**config.mk**
```make
export PLATFORM = sky130hd
export DESIGN_NAME = div_unit
export DESIGN_NICKNAME = d
export VERILOG_FILES = /design/src/rtl/div_unit_pkg.sv /design/src/rtl/div_step.sv /design/src/rtl/div_unit.sv
export SDC_FILE = /design/constraint.sdc
export NUM_CORES = 1
export LEC_CHECK = 0
export BUFFER_PORTS_ARGS = -buffer_cell sky130_fd_sc_hd__clkbuf_2
export CORE_AREA = 3 3 138 241
export DETAILED_ROUTE_END_ITERATION = 6
export DIE_AREA = 0 0 141 244
export GPL_TIMING_DRIVEN = 0
export PLACE_DENSITY = 0.67
export SLEW_MARGIN = 0
export SYNTH_ARGS = -nofsm -noshare
export SYNTH_HDL_FRONTEND = slang
export SYNTH_HIERARCHICAL = 1
export SYNTH_SLANG_ARGS = --single-unit
```
**constraint.sdc**
```tcl
create_clock -name clk -period 5.7 [get_ports clk]
set_input_delay 0.57 -clock clk [delete_from_list [all_inputs] [get_ports clk]]
set_output_delay 0.57 -clock clk [all_outputs]
set_load 0.02 [all_outputs]
```
**src/rtl/div_unit_pkg.sv**
```systemverilog
// div_unit_pkg: shared state encoding and widths for the restoring divider
package div_unit_pkg;
  localparam int DIV_DATA_W = 32;
  typedef enum logic [1:0] {
    DIV_FREE    = 2'b00,
    DIV_BY_ZERO = 2'b01,
    DIV_ON      = 2'b10,
    DIV_END     = 2'b11
  } div_state_e;
endpackage

```
**src/rtl/div_step.sv**
```systemverilog
// div_step: one restoring step; ports rem_i/bit_i/divisor_i in, rem_o/quot_bit_o out
module div_step #(
  parameter int DATA_W = 32
) (
  input  logic [DATA_W-1:0] rem_i,
  input  logic              bit_i,
  input  logic [DATA_W-1:0] divisor_i,
  output logic [DATA_W-1:0] rem_o,
  output logic              quot_bit_o
);
  logic [DATA_W:0] part, diff;
  assign part = {rem_i, bit_i};
  assign diff = part - {1'b0, divisor_i};
  assign quot_bit_o = ~diff[DATA_W];
  assign rem_o = quot_bit_o ? diff[DATA_W-1:0] : part[DATA_W-1:0];
endmodule

```
**src/rtl/div_unit.sv**
```systemverilog
// div_unit: multi-cycle restoring DIV/DIVU; clk,rst,signed_div_i,opdata1_i,opdata2_i,start_i,annul_i in; result_o {rem,quot},ready_o out
module div_unit
  import div_unit_pkg::*;
#(
  parameter int DATA_W = DIV_DATA_W
) (
  input  logic                clk,
  input  logic                rst,
  input  logic                signed_div_i,
  input  logic [DATA_W-1:0]   opdata1_i,
  input  logic [DATA_W-1:0]   opdata2_i,
  input  logic                start_i,
  input  logic                annul_i,
  output logic [2*DATA_W-1:0] result_o,
  output logic                ready_o
);
  localparam int CNT_W = $clog2(DATA_W) + 1;
  div_state_e state, state_nxt;
  logic [CNT_W-1:0] cnt;
  logic [DATA_W-1:0] dvd, dvs, rem, quot, step_rem, q_final, op1_abs, op2_abs;
  logic [2*DATA_W-1:0] res_q;
  logic q_neg, r_neg, step_q, op1_neg, op2_neg, accept, last;
  assign op1_neg = signed_div_i & opdata1_i[DATA_W-1];
  assign op2_neg = signed_div_i & opdata2_i[DATA_W-1];
  assign op1_abs = op1_neg ? -opdata1_i : opdata1_i;
  assign op2_abs = op2_neg ? -opdata2_i : opdata2_i;
  assign accept = (state == DIV_FREE) && start_i && !annul_i;
  assign last = cnt == CNT_W'(DATA_W - 1);
  assign q_final = {quot[DATA_W-2:0], step_q};
  div_step #(.DATA_W(DATA_W)) u_step (
    .rem_i(rem),
    .bit_i(dvd[DATA_W-1]),
    .divisor_i(dvs),
    .rem_o(step_rem),
    .quot_bit_o(step_q)
  );
  always_ff @(posedge clk)
    if (rst) state <= DIV_FREE;
    else state <= state_nxt;
  always_comb begin
    state_nxt = state;
    unique case (state)
      DIV_FREE:    state_nxt = accept ? (opdata2_i == '0 ? DIV_BY_ZERO : DIV_ON) : DIV_FREE;
      DIV_BY_ZERO: state_nxt = DIV_END;
      DIV_ON:      state_nxt = annul_i ? DIV_FREE : (last ? DIV_END : DIV_ON);
      DIV_END:     state_nxt = (!start_i || annul_i) ? DIV_FREE : DIV_END;
    endcase
  end
  always_comb begin
    ready_o = state == DIV_END;
    result_o = ready_o ? res_q : '0;
  end
  // sign fix is applied on the final step so res_q is ready when END is entered
  always_ff @(posedge clk)
    if (rst) begin
      cnt <= '0;
      dvd <= '0;
      dvs <= '0;
      rem <= '0;
      quot <= '0;
      q_neg <= 1'b0;
      r_neg <= 1'b0;
      res_q <= '0;
    end else if (accept) begin
      cnt <= '0;
      dvd <= op1_abs;
      dvs <= op2_abs;
      rem <= '0;
      quot <= '0;
      q_neg <= op1_neg ^ op2_neg;
      r_neg <= op1_neg;
      res_q <= '0;
    end else if (state == DIV_ON && !annul_i) begin
      cnt <= cnt + 1'b1;
      dvd <= dvd << 1;
      rem <= step_rem;
      quot <= q_final;
      if (last) res_q <= {r_neg ? -step_rem : step_rem, q_neg ? -q_final : q_final};
    end
endmodule

```
* Yosys cells after proc, flatten, opt, wreduce, memory -nomap -nowiden *
Cells that the tools add are included.

cells by class
  add/sub/neg operators = 6
  equality and inequality tests = 4
  muxes and demuxes = 14
  bitwise operators = 4
  reduce and logical (&&, ||, !) cells = 11

operators with widths
  cell                                                             count
  32-bit two-way mux                                               7
  32-bit negation                                                  4
  64-bit two-way mux                                               1
  33-bit by 32-bit subtractor with 33-bit output                   1
  32-bit logical NOT                                               1
  2-bit two-way mux                                                4
  2-bit one-hot mux with 4 select lines                            1
  6-bit by 1-bit adder with 6-bit output, second input constant    1
  6-bit by 5-bit == test with 1-bit output, second input constant  1
  2-bit == test, second input constant                             2
  1-bit logical AND                                                3
  1-bit bitwise AND                                                2
  2-bit by 1-bit == test with 1-bit output, second input constant  1
  1-bit logical NOT                                                2
  2-bit logical NOT                                                1
  2-bit AND reduction                                              1
  2-bit nonzero test                                               1
  2-bit OR reduction                                               1
  1-bit logical OR                                                 1
  1-bit two-way mux                                                1
  1-bit NOT                                                        1
  1-bit bitwise XOR                                                1

word-level totals
  flip-flop bits (word level) = 201
  bits of input ports = 69
  output and inout bits = 65
  word-level logic and storage cells = 48

* Logic depth before layout (Yosys ltp) *
Gate-level depths: netlist of run 1.

  depth in word-level cells = 5
  mapped depth = 21
  gate-level depth less buffers = 19

* Cells and area by module *
The synthesis of run 1 kept the hierarchy.

modules (own cells, without submodules)
  module    instances  cells an instance  area each (µm²)  seq. area each (µm²)
  div_unit  1          1,323              10,309.9         4,023.9
  div_step  1          311                2,255.9          0.0

* Least setup slack after synthesis of run 1 *
Ideal clock, no wire load.

  kind = reg-to-reg
  start point = register dvd[31]
  end point = register res_q[61]
  setup time = 133 ps
  arrival time = 4,669 ps
  data required time = 5,567 ps
  slack = 899 ps
  cell stages (with the launch flop) = 21
  path buffers = 1
  period minus slack after synthesis = 4,801 ps
  cells stage by stage = dfxtp_1 > inv_1 > ha_1 > fa_1 > and2b_1 > o2111ai_1 > a21oi_2 > o2111ai_1 > a211oi_2 > nor2_2 > mux2i_1 > and2_4 > inv_2 > buf_6 > mux2_4 > or3_1 > or4b_1 > or3_1 > o31ai_1 > xor2_1 > a21oi_1

on the way
  cells in the longest elaborated chain, start to end = 4

ends and longest elaborated chain
  what                                            RTL line        text
  from (decl)                                     div_unit.sv:20  logic [DATA_W-1:0] dvd, dvs, rem, quot, step_rem, q_final, op1_abs, op2_abs;
  from (signal assigned)                          div_unit.sv:66  dvd <= op1_abs;
  from (signal assigned)                          div_unit.sv:75  dvd <= dvd << 1;
  33-bit by 32-bit subtractor with 33-bit output  div_step.sv:13  assign diff = part - {1'b0, divisor_i};
  32-bit two-way mux                              div_step.sv:15  assign rem_o = quot_bit_o ? diff[DATA_W-1:0] : part[DATA_W-1:0];
  named net step_rem[16]                          div_unit.sv:20
  32-bit negation                                 div_unit.sv:78  if (last) res_q <= {r_neg ? -step_rem : step_rem, q_neg ? -q_final : q_final};
  32-bit two-way mux                              div_unit.sv:78
  to (signal assigned)                            div_unit.sv:78
  to (decl)                                       div_unit.sv:21  logic [2*DATA_W-1:0] res_q;

The timed path passes the listed nets, and every way through them passes these cells.
A chain may end at the register's enable or synchronous reset.

* Final worst setup path of run 1 *
  start point = register dvd[31]
  end point = register res_q[57]

Same word-level chain as after synthesis.

==> reports/qor.yml, run 1 <==
setup_path:
  crit_chain: "inv_1 -> ha_1 -> fa_1 -> and2b_1 -> o2111ai_1 -> a21oi_2 -> o2111ai_2 -> a211oi_2 -> nor2_2 -> mux2i_2 -> and2_4 -> inv_2 -> buf_6 -> mux2_4 -> or4_1 -> or3_1 -> clkbuf_2 -> or3_1 -> o31ai_1 -> xor2_1 -> a21oi_1"
  cp_slowest_cell: "or3_1"
  crit_buf_inv: 4
  criticalPathCategory: "reg2reg"
  cpPeakStageDelay_ns: 0.49
  rrSetupSlack_ns: 0.23
  cpMostUsedCell: "or3_1"
  path_delay_family: "simple AND/OR/NAND/NOR gates"
  startpoint_type: "flip-flop"
  end_kind: "flip-flop"
  cp.required_ns: 6.07
  crit_fanout: 10
  arrival_ns: 5.84
global_routing:
  grt_pass1_vias: 12200
  grt.total_usage: 0.2169
  grt_pass1_wl_mm: 61.53
  grt_start_max_net_pins: 16
  grt.overflow.total: 0
  antenna_found_initial: 1
worst_hold_path:
  hold_class: "in2reg"
clock_network:
  clk_latency_ns: 0.52
  cts-root-buf: "clkbuf_16"
  clkTransAtPathRegs_ns: 0.07
  htree_num_levels: 1
  cts_hold_buf: 0
  clock_path_buffers: 3
  cts_tree: "built"
  cts_sinks: 201
  cts_made_buffers: 20
status:
  status: "completed"
layout:
  stdcell_count: 2197
  fin_util: 0.4576
  syn_to_final_growth_pct: 14.81
  regArea_um2: 4024
  n_fill_cell: 3180
  drive_gt1_frac: 0.1233
  design_area_um2: 14430
  multi_input_area_um2: 7933
  nets: 1894
logic_synthesis:
  ys_warn_count: 6
  synth_edf_count: 0
  yosys_register_bits: 201
  synth_area_um2: 12570
  async_flop_share: 0
  synth_fp_nets: 1741
  syn_area_per_cell_um2: 7.690
  synthCells: 1634
  seq_area_frac_synth: 0.3202
  yosysUniqueCellTypes: 78
  synthFlopType: "dfxtp_1"
route:
  vias: 12240
  antenna_left: 0
  post_drt_wl_per_cell_um: 17.41
  firstDrtPassIters: 5
  drc_errors: 0
  avgViaCountPerCell: 5.571
  drt_iter0_drc: 621
  drt-total-wl_mm: 38.24
pwr:
  peakVddDrop_mv: 0.2465
  p_leak_nw: 5.718
  power_density_nw_per_um2: 242.8
timing:
  rsz0062_at_grt: "true"
  hold_viol_final: 0
  worst_pin_slew_ns: 1.329
  finalSetupViolations: 0
  fin_crit_sh: 0.9594
  worst_slack_ns: 0.2312
  skew_ns: 0.01533
  layout_min_cycle_time_ns: 5.469
  slew_violations: 0
  timing.fmax_mhz: 182.9
  max_slew_margin: 0.1063
floorplan:
  row_count: 86
  dieArea_um2: 34400
  dieHeight_um: 244
  die_x_um: 141
  start_util: 0.3986
  core_area_um2: 31530
  ios: 134
place:
  dp_slack_ns: 0.03997
  dp_hpwl_mm: 30.43
  place_area_um2: 13720
  routabilityCongestion: 0.9160
  io_buffer_count: 130
  place_inst: 2160
run:
  drv_cap: 0
==> layout by cell type (no fill, tap or decap), types with 5 or more instances in the layout <==
cell and count:
a211oi_1 70, a21o_1 18, a21oi_1 135, a311oi_1 22
a31o_2 6, a31oi_1 19, and2_1 6, and3_1 73
clkbuf_1 107, clkbuf_16 20, clkbuf_2 131, clkinv_2 6
dfxtp_1 201, ha_1 37, inv_1 46, mux2_4 19
mux2i_1 13, nand2_1 257, nand2b_1 9, nand3_1 30
nand3b_1 5, nand4_1 9, nor2_1 151, nor2b_1 6
nor3_1 15, nor4_1 19, o21ai_0 47, o21ai_1 12
o31ai_1 30, o41ai_1 13, or2_2 5, or3_1 17
or4_1 13, xnor2_1 56, xor2_1 90
==> worst register-to-register path, cell delays in order (launching register included) <==
cell and delay, ns:
dfxtp_1 0.39, inv_1 0.06, ha_1 0.23, fa_1 0.41, and2b_1 0.24, o2111ai_1 0.17, a21oi_2 0.26, o2111ai_2 0.19
a211oi_2 0.24, nor2_2 0.12, mux2i_2 0.26, and2_4 0.20, inv_2 0.07, buf_6 0.16, mux2_4 0.34, or4_1 0.45
or3_1 0.32, clkbuf_2 0.18, or3_1 0.49, o31ai_1 0.29, xor2_1 0.18, a21oi_1 0.08
==> report_power, final <==
part           leakage (nW)  switching, W  internal [W]
Sequential             1.63     0.0000213       0.00144
Combinational          3.75      0.000414      0.000240
Clock                 0.334      0.000598      0.000790
==> cell type report <==
| type | count | area share |
|---|---|---|
| multi-input cells | 1269 | 0.5499 |
| flip-flops and latches | 201 | 0.2789 |
| repair buffers | 131 | 0.04562 |
| clock buffers | 24 | 0.03851 |
| well taps | 396 | 0.03435 |
| plain buffers | 116 | 0.03166 |
| inverters | 48 | 0.01249 |
| clock inverters | 11 | 0.008413 |
| diodes | 1 | 0.0001735 |
==> flip-flops by register name (all words and copies together) (netlist names) <==
name and count:
r_neg 1, state 2, rem 32, dvd 32
res_q 64, cnt 6, dvs 32, q_neg 1
quot 31
==> repair_timing <==
item / in CTS / in global routing
buffers inserted: 0 / 1
gates resized for setup: 0 / 6
setup endpoints to repair: 0 / 13
==> logic make-up (layout without fill, tap and decap cells) <==
| group | count (synthesis) | in the layout | synth area share |
|---|---|---|---|
| AO/OA/AOI/OAI | 410 | 410 | 0.2126 |
| XOR/XNOR | 146 | 146 | 0.1018 |
| adder cells (fa/ha/maj) | 38 | 38 | 0.03843 |
| buffers and inverters | 164 | 330 | 0.05048 |
| flip-flops | 201 | 201 | 0.3202 |
| multiplexers | 36 | 36 | 0.03654 |
| other | 0 | 1 | 0 |
| AND/OR/NAND/NOR | 639 | 639 | 0.2400 |
==> routing by layer <==
metal | part of all wire | global-route usage | up-vias | wire (µm)
met5 | 0 | 0 | - | 0
met4 | 0.046 | 0.09612 | 0 | 1742
met3 | 0.038 | 0.02230 | 96 | 1463
met2 | 0.54 | 0.4210 | 305 | 20660
met1 | 0.38 | 0.2314 | 5754 | 14370
li1 | - | - | 6085 | -
==> cells in the mapped netlist, types with 17 or more instances <==
cell,number,area (µm²)
nand2_1,257,964.7
dfxtp_1,201,4024
nor2_1,151,566.8
a21oi_1,135,675.7
clkbuf_1,107,401.6
xor2_1,90,788.3
and3_1,73,456.7
a211oi_1,70,525.5
xnor2_1,56,490.5
o21ai_0,48,240.2
inv_1,46,172.7
ha_1,37,462.9
nand3_1,30,150.1
o31ai_1,30,225.2
a311oi_1,22,192.7
nor4_1,20,125.1
a31oi_1,19,118.9
mux2_4,19,285.3
a21o_1,18,135.1
or3_1,17,106.4
==> final timing paths <==
check / startpoint / end / cells past startpoint
worst max-delay path: dvd[31] / res_q[57] / 21
worst min-delay path: opdata1_i[0] / dvd[0] / 3
worst max register to register: dvd[31] / res_q[57] / 21
worst min register to register: res_q[29] / res_q[29] / 2
==> per-stage QoR <==
stage	power (W)	setup TNS [ns]	hold WS [ns]
floorplan	0.001941	0	0.4168
global placement	0.002125	0	0.4352
detailed placement	0.002136	0	0.4455
CTS	0.003514	0	0.3165
global route	0.003636	-0.1015	0.3414
finish	0.003502	0	0.3325
Power figures use the tool's default switching activity.
==> inputs of run 2 (changes only) <==
--- a/config.mk
+++ b/config.mk
@@ -10,7 +10,7 @@
 export DETAILED_ROUTE_END_ITERATION = 6
 export DIE_AREA = 0 0 141 244
 export GPL_TIMING_DRIVEN = 0
-export PLACE_DENSITY = 0.67
+export PLACE_DENSITY = 0.58
 export SLEW_MARGIN = 0
 export SYNTH_ARGS = -nofsm -noshare
 export SYNTH_HDL_FRONTEND = slang
==> run 2 against run 1 <==
  * Clock skew is 0.0020 ns lower
  * Fmax is 0.22% lower
  * Register-to-register slack hardly changed
  * Critical endpoint is now res_q[63]
  * Flip-flop and latch count stayed put
  * First-iteration DRC count is 2.4% lower
==> reports/qor.yml, run 2 (synthesized netlist as in run 1, its figures left out) <==
clock_network:
  clk_latency_ns: 0.52
  cts_hold_buf: 0
  htree_num_levels: 1
  cts_made_buffers: 21
  cts_tree: "built"
  cts_sinks: 201
  clock_path_buffers: 3
  clkTransAtPathRegs_ns: 0.07
  cts-root-buf: "clkbuf_16"
timing:
  hold_viol_final: 0
  fin_crit_sh: 0.9616
  skew_ns: 0.01334
  timing.fmax_mhz: 182.4
  rsz0062_at_grt: "false"
  tns_ns: 0
  finalSetupViolations: 0
  slew_violations: 0
  max_slew_margin: 0.1267
  worst_pin_slew_ns: 1.299
  holdWs_ns: 0.3253
  layout_min_cycle_time_ns: 5.481
layout:
  nets: 1894
  mostFrequentLayoutCell: "nand2_1"
  syn_to_final_growth_pct: 14.87
  final_cell_mix: "nand2_1, dfxtp_1, nor2_1"
  drive_gt1_frac: 0.1232
  n_fill_cell: 3240
  design_area_um2: 14430
  largest_reg_flops: 64
  num_antenna_cells: 0
  regMostFlops: "res_q"
setup_path:
  r2r_start: "dvd[31]"
  r2r_cells: 20
  crit_start: "dvd[31]"
  crit_chain: "inv_1 -> ha_1 -> fa_1 -> and2b_1 -> o2111ai_1 -> a21oi_2 -> o2111ai_2 -> a211oi_2 -> nor2_4 -> mux2i_2 -> and2_4 -> inv_2 -> buf_6 -> mux2_4 -> or4_1 -> or3_1 -> or3_1 -> o21ai_0 -> xor2_1 -> a21oi_1"
  cp_slowest_cell: "or3_1"
  startpoint_type: "flip-flop"
  rrSetupSlack_ns: 0.22
  cp.required_ns: 6.04
  crit_fanout: 10
  cpMostUsedCell: "or3_1"
  arrival_ns: 5.82
  cpPeakStageDelay_ns: 0.51
  criticalPathCategory: "reg2reg"
  end_kind: "flip-flop"
pwr:
  p_comb_frac: 0.190
  intPower_w: 0.002452
  peakVddDrop_mv: 0.1868
  p_sw_frac: 0.2975
  p_leak_nw: 5.718
  p_switching_w: 0.001038
  power_density_nw_per_um2: 241.9
  clock_power_share: 0.392
  power_frac_seq: 0.418
  p_total_w: 0.003491
route:
  drc_errors: 0
  avgViaCountPerCell: 5.458
  drt-total-wl_mm: 38.68
  vias: 12000
  post_drt_wl_per_cell_um: 17.60
  antenna_left: 0
  drt_iter0_drc: 606
  firstDrtPassIters: 5
floorplan:
  die_x_um: 141
  core_area_um2: 31530
  row_count: 86
  dieArea_um2: 34400
  ios: 134
  start_util: 0.3986
  dieHeight_um: 244
place:
  place_area_um2: 13720
  io_buffer_count: 130
  dp_hpwl_mm: 31.28
  routabilityCongestion: 0.9297
status:
  status: "completed"
run:
  drv_cap: 0
global_routing:
  grt.total_usage: 0.2175
  grt.overflow.total: 0
  grt_pass1_wl_mm: 61.46
  grt_pass1_vias: 11820
  grt_start_max_net_pins: 15
  antenna_found_initial: 0
worst_hold_path:
  worstHoldStart: "opdata2_i[0]"
  hold_depth: 3
  hold_class: "in2reg"
[run 2: through the flow]
step | std cells | utilization | setup slack (ns)
final | 2198 | 0.4578 | 0.2190
after CTS | 2198 | 0.4562 | 0.04291
after floorplan | 1634 | - | 0.8985
after global placement | 2160 | 0.4349 | 0.1329
after global routing | 2198 | 0.4578 | 0.001137
after detailed placement | 2160 | 0.4351 | 0.07520
[run 2: metal layers]
layer	GRT usage	share of wire
met1	0.2402	0.39
met2	0.4297	0.55
met3	0.01937	0.037
met4	0.06674	0.029
met5	0	0
[run 2: path summary, 6_finish.rpt]
check / to
min: dvs[0]
max reg2reg: res_q[63]
max: res_q[63]
min reg2reg: res_q[56]
[run 2: cell type report]
class | instances | area [µm²] | area share
multi-input cells | 1269 | 7958 | 0.5513
flip-flops and latches | 201 | 4024 | 0.2788
repair buffers | 131 | 658.1 | 0.04560
clock buffers | 28 | 581.8 | 0.04031
well taps | 396 | 495.5 | 0.03433
plain buffers | 115 | 451.7 | 0.03129
inverters | 48 | 180.2 | 0.01248
clock inverters | 10 | 85.08 | 0.005895
[run 2: timing repair]
action | in CTS | in global routing
gates resized for setup | 0 | 9
setup buffers | 0 | 1
setup endpoints to repair | 0 | 11
[run 2: worst max-delay path, delay by kind of cell, from the launching register on]
family,cells,cell delay [ns]
fa+ha+maj,2,0.63
buf+inv,3,0.28
simple gates,6,1.98
compound gates,6,1.30
mux,2,0.56
xor+xnor,1,0.18
flops,1,0.36
[run 2: power groups by stage]
stage          Sequential (W)  Combinational [W]  Clock, W
2_1_floorplan         0.00149           0.000455         0
3_3_place_gp          0.00149           0.000643         0
3_5_place_dp          0.00149           0.000650         0
4_1_cts               0.00146           0.000651   0.00139
5_1_grt               0.00147           0.000730   0.00144
6_report              0.00146           0.000662   0.00137
